### src/rtl/ip2_scanout_capture_if.sv
// ip2_scanout_capture_if: valid/ready word handshake from the scan-out capture
// block to the downstream capture buffer.
interface ip2_scanout_capture_if #(parameter int WORD_W = 32);
   logic [WORD_W-1:0] word_data;
   logic              word_valid;
   logic              word_ready;
   modport master (output word_data, word_valid, input word_ready);
   modport slave (input word_data, word_valid, output word_ready);
endinterface

### src/rtl/ip2_scanout_capture.sv
// ip2_scanout_capture: samples the ASIC scan_out stream once per bxclk period,
// packs bits LSB-first into words and counts mismatches against the expected bits.
module ip2_scanout_capture #(
   parameter int WORD_W = 32,
   parameter int CNT_W  = 11,
   parameter int PH_W   = 6
) (
   input  logic                 clk,
   input  logic                 reset_not,
   input  logic                 enable,
   input  logic [PH_W-1:0]      clk_counter,
   input  logic [PH_W-1:0]      sample_phase,
   input  logic                 capture_start,
   input  logic [CNT_W-1:0]     bit_cnt_max,
   input  logic                 scan_out,
   input  logic                 expected_bit,
   ip2_scanout_capture_if.master wb,
   output logic                 capture_busy,
   output logic                 capture_done,
   output logic                 overflow,
   output logic [CNT_W-1:0]     bit_cnt,
   output logic [CNT_W-1:0]     mismatch_cnt,
   output logic [1:0]           state
);
   localparam int IW = $clog2(WORD_W);
   typedef enum logic [1:0] {IDLE = 2'b00, CAPTURE = 2'b01, DONE = 2'b10} state_t;
   state_t            st;
   logic [WORD_W-1:0] assembly, word;
   logic [IW-1:0]     idx;
   logic              sample, last, push;
   assign state        = st;
   assign capture_busy = st == CAPTURE;
   assign idx          = bit_cnt[IW-1:0];
   assign sample       = st == CAPTURE && clk_counter == sample_phase;
   assign last         = bit_cnt == bit_cnt_max;
   assign push         = sample && (&idx || last);
   // word already includes the bit sampled this cycle, so a push never loses it
   always_comb begin
      word      = assembly;
      word[idx] = scan_out;
   end
   always_ff @(posedge clk or negedge reset_not)
      if (!reset_not) begin
         st            <= IDLE;
         assembly      <= '0;
         wb.word_data  <= '0;
         wb.word_valid <= 1'b0;
         capture_done  <= 1'b0;
         overflow      <= 1'b0;
         bit_cnt       <= '0;
         mismatch_cnt  <= '0;
      end else if (!enable) begin
         st            <= IDLE;
         assembly      <= '0;
         wb.word_data  <= '0;
         wb.word_valid <= 1'b0;
         capture_done  <= 1'b0;
         overflow      <= 1'b0;
         bit_cnt       <= '0;
         mismatch_cnt  <= '0;
      end else begin
         if (wb.word_valid && wb.word_ready) wb.word_valid <= 1'b0;
         if (push) begin
            if (!wb.word_valid || wb.word_ready) begin
               wb.word_data  <= word;
               wb.word_valid <= 1'b1;
            end else overflow <= 1'b1;
         end
         case (st)
            IDLE: if (capture_start) begin
               st           <= CAPTURE;
               assembly     <= '0;
               bit_cnt      <= '0;
               mismatch_cnt <= '0;
               overflow     <= 1'b0;
               capture_done <= 1'b0;
            end
            CAPTURE: if (sample) begin
               assembly <= push ? '0 : word;
               if (scan_out != expected_bit && !(&mismatch_cnt)) mismatch_cnt <= mismatch_cnt + CNT_W'(1);
               if (last) st <= DONE;
               else bit_cnt <= bit_cnt + CNT_W'(1);
            end
            DONE: begin
               capture_done <= 1'b1;
               st           <= IDLE;
            end
            default: st <= IDLE;
         endcase
      end
endmodule

### src/flat_wrapper.sv
// flat-port wrapper written by rule: the top's interface ports become plain ports
module ip2_scanout_capture_flat 
#(
   parameter int WORD_W = 32,
   parameter int CNT_W  = 11,
   parameter int PH_W   = 6
)
  (clk, reset_not, enable, clk_counter, sample_phase, capture_start, bit_cnt_max, scan_out, expected_bit, capture_busy, capture_done, overflow, bit_cnt, mismatch_cnt, state, wb_word_data, wb_word_valid, wb_word_ready);
  ip2_scanout_capture_if #(.WORD_W(WORD_W)) wb_i ();
  input  logic clk;
  input  logic reset_not;
  input  logic enable;
  input  logic [PH_W-1:0] clk_counter;
  input  logic [PH_W-1:0] sample_phase;
  input  logic capture_start;
  input  logic [CNT_W-1:0] bit_cnt_max;
  input  logic scan_out;
  input  logic expected_bit;
  output logic capture_busy;
  output logic capture_done;
  output logic overflow;
  output logic [CNT_W-1:0] bit_cnt;
  output logic [CNT_W-1:0] mismatch_cnt;
  output logic [1:0] state;
  output wire logic [$bits(wb_i.word_data)-1:0] wb_word_data;
  output wire logic [$bits(wb_i.word_valid)-1:0] wb_word_valid;
  input wire logic [$bits(wb_i.word_ready)-1:0] wb_word_ready;
  assign wb_word_data = wb_i.word_data;
  assign wb_word_valid = wb_i.word_valid;
  assign wb_i.word_ready = wb_word_ready;
  ip2_scanout_capture #(.WORD_W(WORD_W), .CNT_W(CNT_W), .PH_W(PH_W)) u_core (.clk(clk), .reset_not(reset_not), .enable(enable), .clk_counter(clk_counter), .sample_phase(sample_phase), .capture_start(capture_start), .bit_cnt_max(bit_cnt_max), .scan_out(scan_out), .expected_bit(expected_bit), .wb(wb_i), .capture_busy(capture_busy), .capture_done(capture_done), .overflow(overflow), .bit_cnt(bit_cnt), .mismatch_cnt(mismatch_cnt), .state(state));
endmodule
### config.mk
export PLATFORM = sky130hd
export DESIGN_NAME = ip2_scanout_capture_flat
export DESIGN_NICKNAME = d
export VERILOG_FILES = /design/src/rtl/ip2_scanout_capture_if.sv /design/src/rtl/ip2_scanout_capture.sv /design/src/flat_wrapper.sv
export SDC_FILE = /design/constraint.sdc
export NUM_CORES = 1
export LEC_CHECK = 0
export ABC_AREA = 1
export BUFFER_PORTS_ARGS = -buffer_cell sky130_fd_sc_hd__buf_2
export CAP_MARGIN = 15
export CORE_MARGIN = 4
export CORE_UTILIZATION = 35
export DETAILED_ROUTE_END_ITERATION = 8
export MAX_ROUTING_LAYER = met4
export PLACE_DENSITY = 0.64
export SLEW_MARGIN = 20
export SYNTH_ARGS = -nofsm -noshare
export SYNTH_HDL_FRONTEND = slang
export SYNTH_SLANG_ARGS = --single-unit
### constraint.sdc
create_clock -name clk -period 1.7 [get_ports clk]
set_input_delay 0.34 -clock clk [delete_from_list [all_inputs] [get_ports clk]]
set_output_delay 0.34 -clock clk [all_outputs]
set_load 0.005 [all_outputs]
# Word level (Yosys, flattened, before mapping)
# Index checks and enable logic that the tools add are counted.
# word_totals
mem_bits_rw	0
mem_count	0
reg_bits	91
elab_cells	81
latch_bits	0
in_bits	30
mem_bits_ro	0
out_inout_bits	60
# op_classes
n_bitwise	0
magnitude_cmp	2
reduce_logical	18
mux	37
multipliers	0
eq_ne	14
div	0
addsub	2
shift	0
# ops
op	n
32-bit 2-to-1 mux	7
11-bit 2-to-1 mux	7
32-bit one-hot mux with 2 select lines	1
11-bit one-hot mux with 2 select lines	2
32-bit bitwise mux	1
11-bit by 1-bit adder with 11-bit output (second input constant)	2
1-bit 2-to-1 mux	12
11-bit equality test	1
11-bit AND reduction	1
3-bit by 2-bit != test with 1-bit output (second input constant)	3
2-bit 2-to-1 mux	4
4-bit AND reduction	2
6-bit equality test	1
5-bit by 6-bit less-than comparator with 1-bit output (second input constant)	1
3-bit by 1-bit != test with 1-bit output (second input constant)	2
3-bit != test (second input constant)	2
3-bit AND reduction	2
1-bit demux with 5-bit select	1
5-bit by 1-bit >= comparator with 1-bit output (second input constant)	1
1-bit logical AND	5
5-bit AND reduction	1
2-bit by 1-bit != test with 1-bit output (second input constant)	2
2-bit one-hot mux with 2 select lines	1
2-bit AND reduction	2
7 further kinds	9

# Longest topological paths before layout
# Gate-level depths: netlist of the first run.
# logic_depth
ltp_word	9
depth_mapped	13
ltp_nobuf	11

# Least setup slack after synthesis of the first run
# No wires, ideal clock.
# synth_timing
kind	reg2reg
start	register u_core.bit_cnt[1]
end	register u_core.assembly[4]
synth_period_minus_slack_ps	1825
slack_ps	-125
stages_incl_launch_ff	12
setup_ps	130
arrival_time_ps	1695
required_time_ps	1570
n_path_buf	2
path_cell_list	dfrtp_1 -> ha_1 -> clkbuf_1 -> inv_1 -> nor2_1 -> ha_1 -> inv_1 -> nand2_1 -> nand2_1 -> buf_2 -> nand3_1 -> o21ai_0
# synth_via
elab_chain_cells	9
word_cells_on_any_way	14
classes_between	2 x order compare; 1 x eq/ne; 7 x mux; 4 x reduce/logical
# synth_lines
element	line_no	rtl
start: declaration	ip2_scanout_capture.sv:21	output logic [CNT_W-1:0] bit_cnt,
start signal: assignment	ip2_scanout_capture.sv:82	else bit_cnt <= bit_cnt + CNT_W'(1);
5-bit by 6-bit less-than comparator with 1-bit output (implied by the code) / 5-bit by 1-bit >= comparator with 1-bit output (equally long branches)	ip2_scanout_capture.sv:40	word[idx] = scan_out;
1-bit logical AND (implied by the code)	ip2_scanout_capture.sv:40	
1-bit 2-to-1 mux (implied by the code)	ip2_scanout_capture.sv:40	
1-bit demux with 5-bit select	-	
32-bit bitwise mux	ip2_scanout_capture.sv:40	
32-bit 2-to-1 mux *	ip2_scanout_capture.sv:79	assembly <= push ? '0 : word;
32-bit 2-to-1 mux *	ip2_scanout_capture.sv:78	CAPTURE: if (sample) begin
32-bit one-hot mux with 2 select lines *	ip2_scanout_capture.sv:69	case (st)
32-bit 2-to-1 mux *	ip2_scanout_capture.sv:52	end else if (!enable) begin
end signal: assignment	ip2_scanout_capture.sv:79	
end: declaration	ip2_scanout_capture.sv:28	logic [WORD_W-1:0] assembly, word;
# Every way passes the cells marked *; elsewhere a longest branch is shown, timed or not. The select of a mux whose other input is x is not followed.
# A chain may end at the register's enable or synchronous reset.

# Final worst setup path of the first run
# layout_timing
start	register u_core.st[1] (netlist: u_core.state[1])
end	register u_core.assembly[25]
# layout_via
elab_chain_cells	7
word_cells_on_any_way	12
classes_between	4 x eq/ne; 4 x mux; 4 x reduce/logical
# layout_lines
element	line_no	rtl
start: declaration	ip2_scanout_capture.sv:27	state_t st;
start signal: assignment	ip2_scanout_capture.sv:44	st <= IDLE;
start signal: assignment	ip2_scanout_capture.sv:53	st <= IDLE;
start signal: assignment	ip2_scanout_capture.sv:71	st <= CAPTURE;
2-bit by 1-bit equality test with 1-bit output	ip2_scanout_capture.sv:34, ip2_scanout_capture.sv:69	
1-bit logical AND	ip2_scanout_capture.sv:34	assign sample = st == CAPTURE && clk_counter == sample_phase;
1-bit logical AND	ip2_scanout_capture.sv:36	assign push = sample && (&idx || last);
32-bit 2-to-1 mux	ip2_scanout_capture.sv:79	
32-bit 2-to-1 mux	ip2_scanout_capture.sv:78	
32-bit one-hot mux with 2 select lines	ip2_scanout_capture.sv:69	
32-bit 2-to-1 mux	ip2_scanout_capture.sv:52	
# Several ways; a longest one is shown, not always the timed one. The select of a mux whose other input is x is not followed.

==> flow_summary.yaml, run 1 <==
worst_setup_path:
  worst_r2r_startpoint: "u_core.state[1]$_DFFE_PN0P_"
  r2r_slack_ns: -0.03
  reg2reg_depth: 11
  cp.required_ns: 1.98
  crit_start: "u_core.state[1]$_DFFE_PN0P_"
  worstReg2RegEnd: "u_core.assembly[25]$_DFFE_PN0P_"
  cp-endpoint: "u_core.assembly[25]$_DFFE_PN0P_"
  critPathKind: "reg2reg"
  crit_path_max_fanout: 7
  crit_arrival_ns: 2.01
  endpoint_kind: "flip-flop"
  start_kind: "flip-flop"
cells_and_area:
  fin_nets: 988
  antenna_cells: 0
  fill_cells: 1546
  drive_above_1_share: 0.321
  final_cell_mix: "190 x nand2_1, 128 x nand3_1, 95 x inv_1"
  syn2layout_area_growth_pct: 37.5
  mostFrequentLayoutCell: "nand2_1"
pwr:
  leakagePower_nw: 4.26
  power_mw: 5.96
  power.density_nw_per_um2: 784
  vdd_ir_drop_max_v: 0.000535
timing:
  drv_slew: 0
  layout_min_cycle_time_ns: 1.73
  tightest_slew_ns: 0.463
  clock_skew_ns: 0.00519
  hold_viol_final: 0
  fmax_mhz: 578
  finalCritPeriodShare: 1.02
  hold_slack_ns: 0.296
  setup_tns_ns: -0.300
  setup_viol: 23
  rsz0062_at_grt: "yes"
  maxSlewHeadroom: 0.691
  setup_ws_ns: -0.0297
synth:
  synth-seq-cells: 91
  synth_flop_cell: "dfrtp_1"
  synth_area_um2: 5530
  seq_area_frac_synth: 0.412
  synth-edff-count: 0
  syn_area_per_cell_um2: 6.81
  async_flop_share: 1.00
  synth.distinct_cells: 35
  synth.area.top_cells: "dfrtp_1 41%, nand2_1 17%, nand3_1 13%, inv_1 6.8%, nor2_1 5.4%"
  synth_top_area_frac: 0.412
  yosys_warnings: 0
  syn-num-nets: 847
  synth_largest_area_cell: "dfrtp_1"
  syn_inst: 811
clock_tree:
  insertion_delay_ns: 0.35
  h-tree-depth: 3
  root_buffer: "clkbuf_16"
  clkSinkCount: 91
  clockBufferDepth: 2
  cts_tree: "done"
  cts_inserted_buffers: 9
  clk_pin_slew_worst_paths_ns: 0.07
die:
  io-pin-count: 90
  dieWidth_um: 134
  rows: 45
  dieArea_um2: 17900
  core_area_um2: 15300
  die_y_um: 134
  initial_core_util: 0.361
detailed_routing:
  drcViolationCount: 0
  highest_layer: "met4"
  dr.first_iter.drc_count: 459
  final_antenna_net_count: 0
  route.met3.wl_um: 818
  dr_wl_met2_mm: 7.33
  vias: 5573
  via_per_inst: 4.77
  drtPass1Iterations: 5
  routed_wl_mm: 15.7
  avgRoutedWirePerCell_um: 13.4
  met1Wirelength_mm: 7.31
grt:
  grt_max_degree: 50
  grt_pass1_wl_mm: 25.5
  antenna_found_initial: 0
  grt-ovfl-total: 0
  grtUsageTotal: 0.180
  grt_pass1_vias: 5103
min_path:
  hp-class: "in2reg"
placement:
  dpl.hpwl_mm: 10.5
  post-place-ws_ns: -0.0994
  io_buffer_count: 89
  place_congestion: 0.869
outcome:
  status: "complete, but fails checks"
  violations: "setup timing"
run:
  max_cap_violations: 0
stage by stage:
stage          cells   util  instance area, µm²
2_1_floorplan    811      -                5550
3_3_place_gp    1141  0.439                6720
3_5_place_dp    1141  0.439                6720
4_1_cts         1159  0.459                7030
5_1_grt         1168  0.496                7600
6_report        1168  0.496                7600
kinds of logic after synthesis:
group | share of synthesized area
simple gates | 0.402
compound gates | 0.0451
flops | 0.412
fa+ha+maj | 0.0136
xor+xnor | 0.0143
buf+inv | 0.113
worst min path at each step:
stage	to	cells after the start	slack (ns)	from
global route	u_core.overflow$_DFF_PN0_	4	0.30	wb_word_ready
finish	u_core.overflow$_DFF_PN0_	4	0.30	wb_word_ready
detailed placement	u_core.bit_cnt[8]$_DFFE_PN0P_	2	0.35	reset_not
floorplan	u_core.assembly[0]$_DFFE_PN0P_	0	0.04	reset_not
global placement	u_core.bit_cnt[9]$_DFFE_PN0P_	2	0.35	reset_not
CTS	u_core.overflow$_DFF_PN0_	4	0.28	wb_word_ready
critical path, cell delays in order, from the launching register on:
cell	delay, ns
dfrtp_1	0.41
inv_2	0.08
nand2_4	0.05
inv_4	0.05
o21ai_2	0.04
nor2_2	0.11
nand3_2	0.14
a21oi_4	0.30
buf_8	0.20
buf_12	0.14
nand3_2	0.05
o21ai_1	0.08
flip-flops by register name, summed over array words and instances (netlist names):
signal / cells
u_core.assembly: 32
u_core.bit_cnt: 11
u_core.capture_done: 1
u_core.mismatch_cnt: 11
u_core.overflow: 1
u_core.state: 2
u_core.wb.word_data: 32
u_core.wb.word_valid: 1
cells in the mapped netlist, types with 9 or more instances:
cell      instances
o21ai_0          29
nand2_1         248
dfrtp_1          91
clkbuf_1         18
nor3_1           10
inv_1           100
a21oi_1          10
nor4_1            9
buf_2            11
nor2_1           80
nand3_1         142
per-layer routing:
metal	track usage	up-vias
met3	0.0336	13
met2	0.273	154
met4	0.0600	0
li1	-	2841
met1	0.243	2565
met5	-	-
what timing repair did:
action                                  in CTS  in global routing
pin swaps                                    1                 13
resized for setup                            3                140
hold buffers                                 1                  0
endpoints found under the setup margin      75                 82
buffers inserted                             1                  5
endpoints found under the hold margin       75                  0
cloned                                       0                  4
layout make-up:
| type | count | area [µm²] | area share |
|---|---|---|---|
| Tap cell | 211 | 264 | 0.0347 |
| Multi-Input combinational cell | 572 | 3010 | 0.396 |
| Clock buffer | 10 | 239 | 0.0314 |
| Inverter | 105 | 402 | 0.0528 |
| Timing Repair Buffer | 173 | 1360 | 0.179 |
| Clock inverter | 6 | 46.3 | 0.00609 |
| Sequential cell | 91 | 2280 | 0.300 |
report_power, final:
part	total (mW)	internal (mW)	leakage (nW)	switching [mW]
clock	1.97	1.05	0.136	0.921
sequential	2.30	2.24	1.26	0.0601
combinational	1.70	0.701	2.87	0.994
total	5.96	3.98	4.26	1.98
(Power assumes the default switching activity.)
==> run 2: changes to the inputs <==
--- a/config.mk
+++ b/config.mk
@@ -11,6 +11,7 @@
 export CORE_MARGIN = 4
 export CORE_UTILIZATION = 35
 export DETAILED_ROUTE_END_ITERATION = 8
+export GPL_TIMING_DRIVEN = 0
 export MAX_ROUTING_LAYER = met4
 export PLACE_DENSITY = 0.64
 export SLEW_MARGIN = 20
==> run 2 against run 1 <==
  * The flow still finishes with violations (setup timing)
  * Combinational power up 2%
  * Worst hold slack worse by 0.0080 ns
  * Cell area about the same
  * Global-route usage up 1.5 points
  * Critical path type unchanged
  * Largest cell class unchanged
  * Highest routed layer unchanged
==> flow_summary.yaml, run 2 (synthesis results as in run 1) <==
outcome:
  status: "complete, but fails checks"
  violations: "setup timing"
worst_setup_path:
  crit_path_max_fanout: 8
  cp.required_ns: 1.99
  cpMostUsedCell: "nand2_4"
  slowest_delay_ns: 0.42
  critPathKind: "reg2reg"
  critPathBufInv: 4
  crit_arrival_ns: 2.20
  path_delay_family: "simple AND/OR/NAND/NOR gates"
  crit_chain: "buf_6 -> nand2_1 -> nor2_2 -> ha_2 -> inv_2 -> nand2_4 -> nand3_4 -> nand2_4 -> buf_8 -> buf_8 -> nand2_4 -> nand2_2"
  start_kind: "flip-flop"
  endpoint_kind: "flip-flop"
  slowest_stage: "dfrtp_2"
timing:
  setup_tns_ns: -9.39
  maxSlewHeadroom: 0.615
  hold_slack_ns: 0.288
  setup_viol: 73
  tightest_slew_ns: 0.578
  clock_skew_ns: 0.00709
  fmax_mhz: 524
  finalCritPeriodShare: 1.12
  layout_min_cycle_time_ns: 1.91
  drv_slew: 0
  rsz0062_at_grt: "yes"
  hold_viol_final: 0
  setup_ws_ns: -0.207
cells_and_area:
  top_regs: "u_core.assembly: 32 flops, u_core.wb.word_data: 32 flops"
  fin_nets: 1002
  final_cell_mix: "201 x nand2_1, 134 x nand3_1, 95 x inv_1"
  antenna_cells: 0
  mostFrequentLayoutCell: "nand2_1"
  final_util: 0.497
  drive_above_1_share: 0.311
  final_area_um2: 7610
  syn2layout_area_growth_pct: 37.7
pwr:
  power.internal_mw: 3.93
  p_switching_mw: 2.04
  combPwrFrac: 0.292
  vdd_ir_drop_max_v: 0.000543
  leakagePower_nw: 4.16
  seqPwrFrac: 0.389
  p_clk_frac: 0.319
  power.density_nw_per_um2: 785
  swShare: 0.342
  power_mw: 5.97
die:
  initial_core_util: 0.361
  die_y_um: 134
  dieArea_um2: 17900
  core_area_um2: 15300
  io-pin-count: 90
  rows: 45
  dieWidth_um: 134
detailed_routing:
  drtPass1Iterations: 7
  routed_wl_mm: 17.1
  avgRoutedWirePerCell_um: 14.5
  via_per_inst: 4.93
  dr.first_iter.drc_count: 457
  final_antenna_net_count: 0
  drcViolationCount: 0
  vias: 5831
clock_tree:
  insertion_delay_ns: 0.36
  clkSinkCount: 91
  clk_pin_slew_worst_paths_ns: 0.07
  root_buffer: "clkbuf_16"
  cts_tree: "done"
  h-tree-depth: 3
  clockBufferDepth: 2
  cts_inserted_buffers: 9
grt:
  grtUsageTotal: 0.195
  grt_pass1_wl_mm: 27.4
  grt_pass1_vias: 5408
  grt-ovfl-total: 0
  grt_max_degree: 59
  antenna_found_initial: 0
placement:
  place_congestion: 0.888
  io_buffer_count: 88
  dpl.hpwl_mm: 11.2
  place_area_um2: 6280
min_path:
  hp-class: "in2reg"
run:
  max_cap_violations: 0
run 2: final timing paths:
| path | start | to | slack (ns) | cells after the start |
|---|---|---|---|---|
| max | u_core.bit_cnt[2]$_DFFE_PN0P_ | u_core.wb.word_data[28]$_DFFE_PN0P_ | -0.21 | 12 |
| min | wb_word_ready | u_core.overflow$_DFF_PN0_ | 0.29 | 4 |
| max reg2reg | u_core.bit_cnt[2]$_DFFE_PN0P_ | u_core.wb.word_data[28]$_DFFE_PN0P_ | -0.21 | 12 |
| min reg2reg | u_core.assembly[27]$_DFFE_PN0P_ | u_core.assembly[27]$_DFFE_PN0P_ | 0.49 | 2 |
| max in group asynchronous | reset_not | u_core.mismatch_cnt[2]$_DFFE_PN0P_ | 0.63 | 3 |
| min in group asynchronous | reset_not | u_core.bit_cnt[10]$_DFFE_PN0P_ | 0.44 | 2 |
run 2: repair_timing:
item	in CTS	in global routing
pin swaps	19	22
gates cloned	3	5
setup buffers	31	18
endpoints found under the setup margin	87	89
hold buffers	1	0
resized for setup	83	108
hold endpoints to repair	33	0
run 2: per-layer routing:
metal / up-vias / GRT usage / part of all wire
li1: 2869 / - / -
met1: 2753 / 0.257 / 0.45
met2: 186 / 0.311 / 0.48
met4: 0 / 0.0657 / 0.018
met3: 23 / 0.0242 / 0.053
met5: - / - / 0
run 2: layout make-up:
class	count	area (µm²)
Fill cell	1548	7710
Multi-Input combinational cell	572	3000
Sequential cell	91	2290
Timing Repair Buffer	146	1040
Inverter	105	402
Buffer	41	339
Tap cell	211	264
Clock buffer	10	229
Clock inverter	6	41.3
run 2: metrics by stage:
step / worst slack [ns] / cells
CTS: -0.0899 / 1161
global placement: -0.846 / 1110
global route: -0.266 / 1182
detailed placement: -0.376 / 1111
floorplan: -0.0322 / 811
finish: -0.207 / 1182
run 2: worst register-to-register path, delay by kind of cell (launching register included):
kind | cells | cell delay (ns)
simple gates | 7 | 0.73
buf+inv | 4 | 0.48
fa+ha+maj | 1 | 0.20
flops | 1 | 0.42
run 2: power by group through the flow:
stage                     Sequential [mW]  Clock, mW  Combinational [mW]
after floorplan                      2.35          0               0.717
after global placement               2.36          0                1.18
after detailed placement             2.36          0                1.19
after CTS                            2.31       1.93                1.55
after global routing                 2.33       2.02                1.87
final                                2.32       1.90                1.74
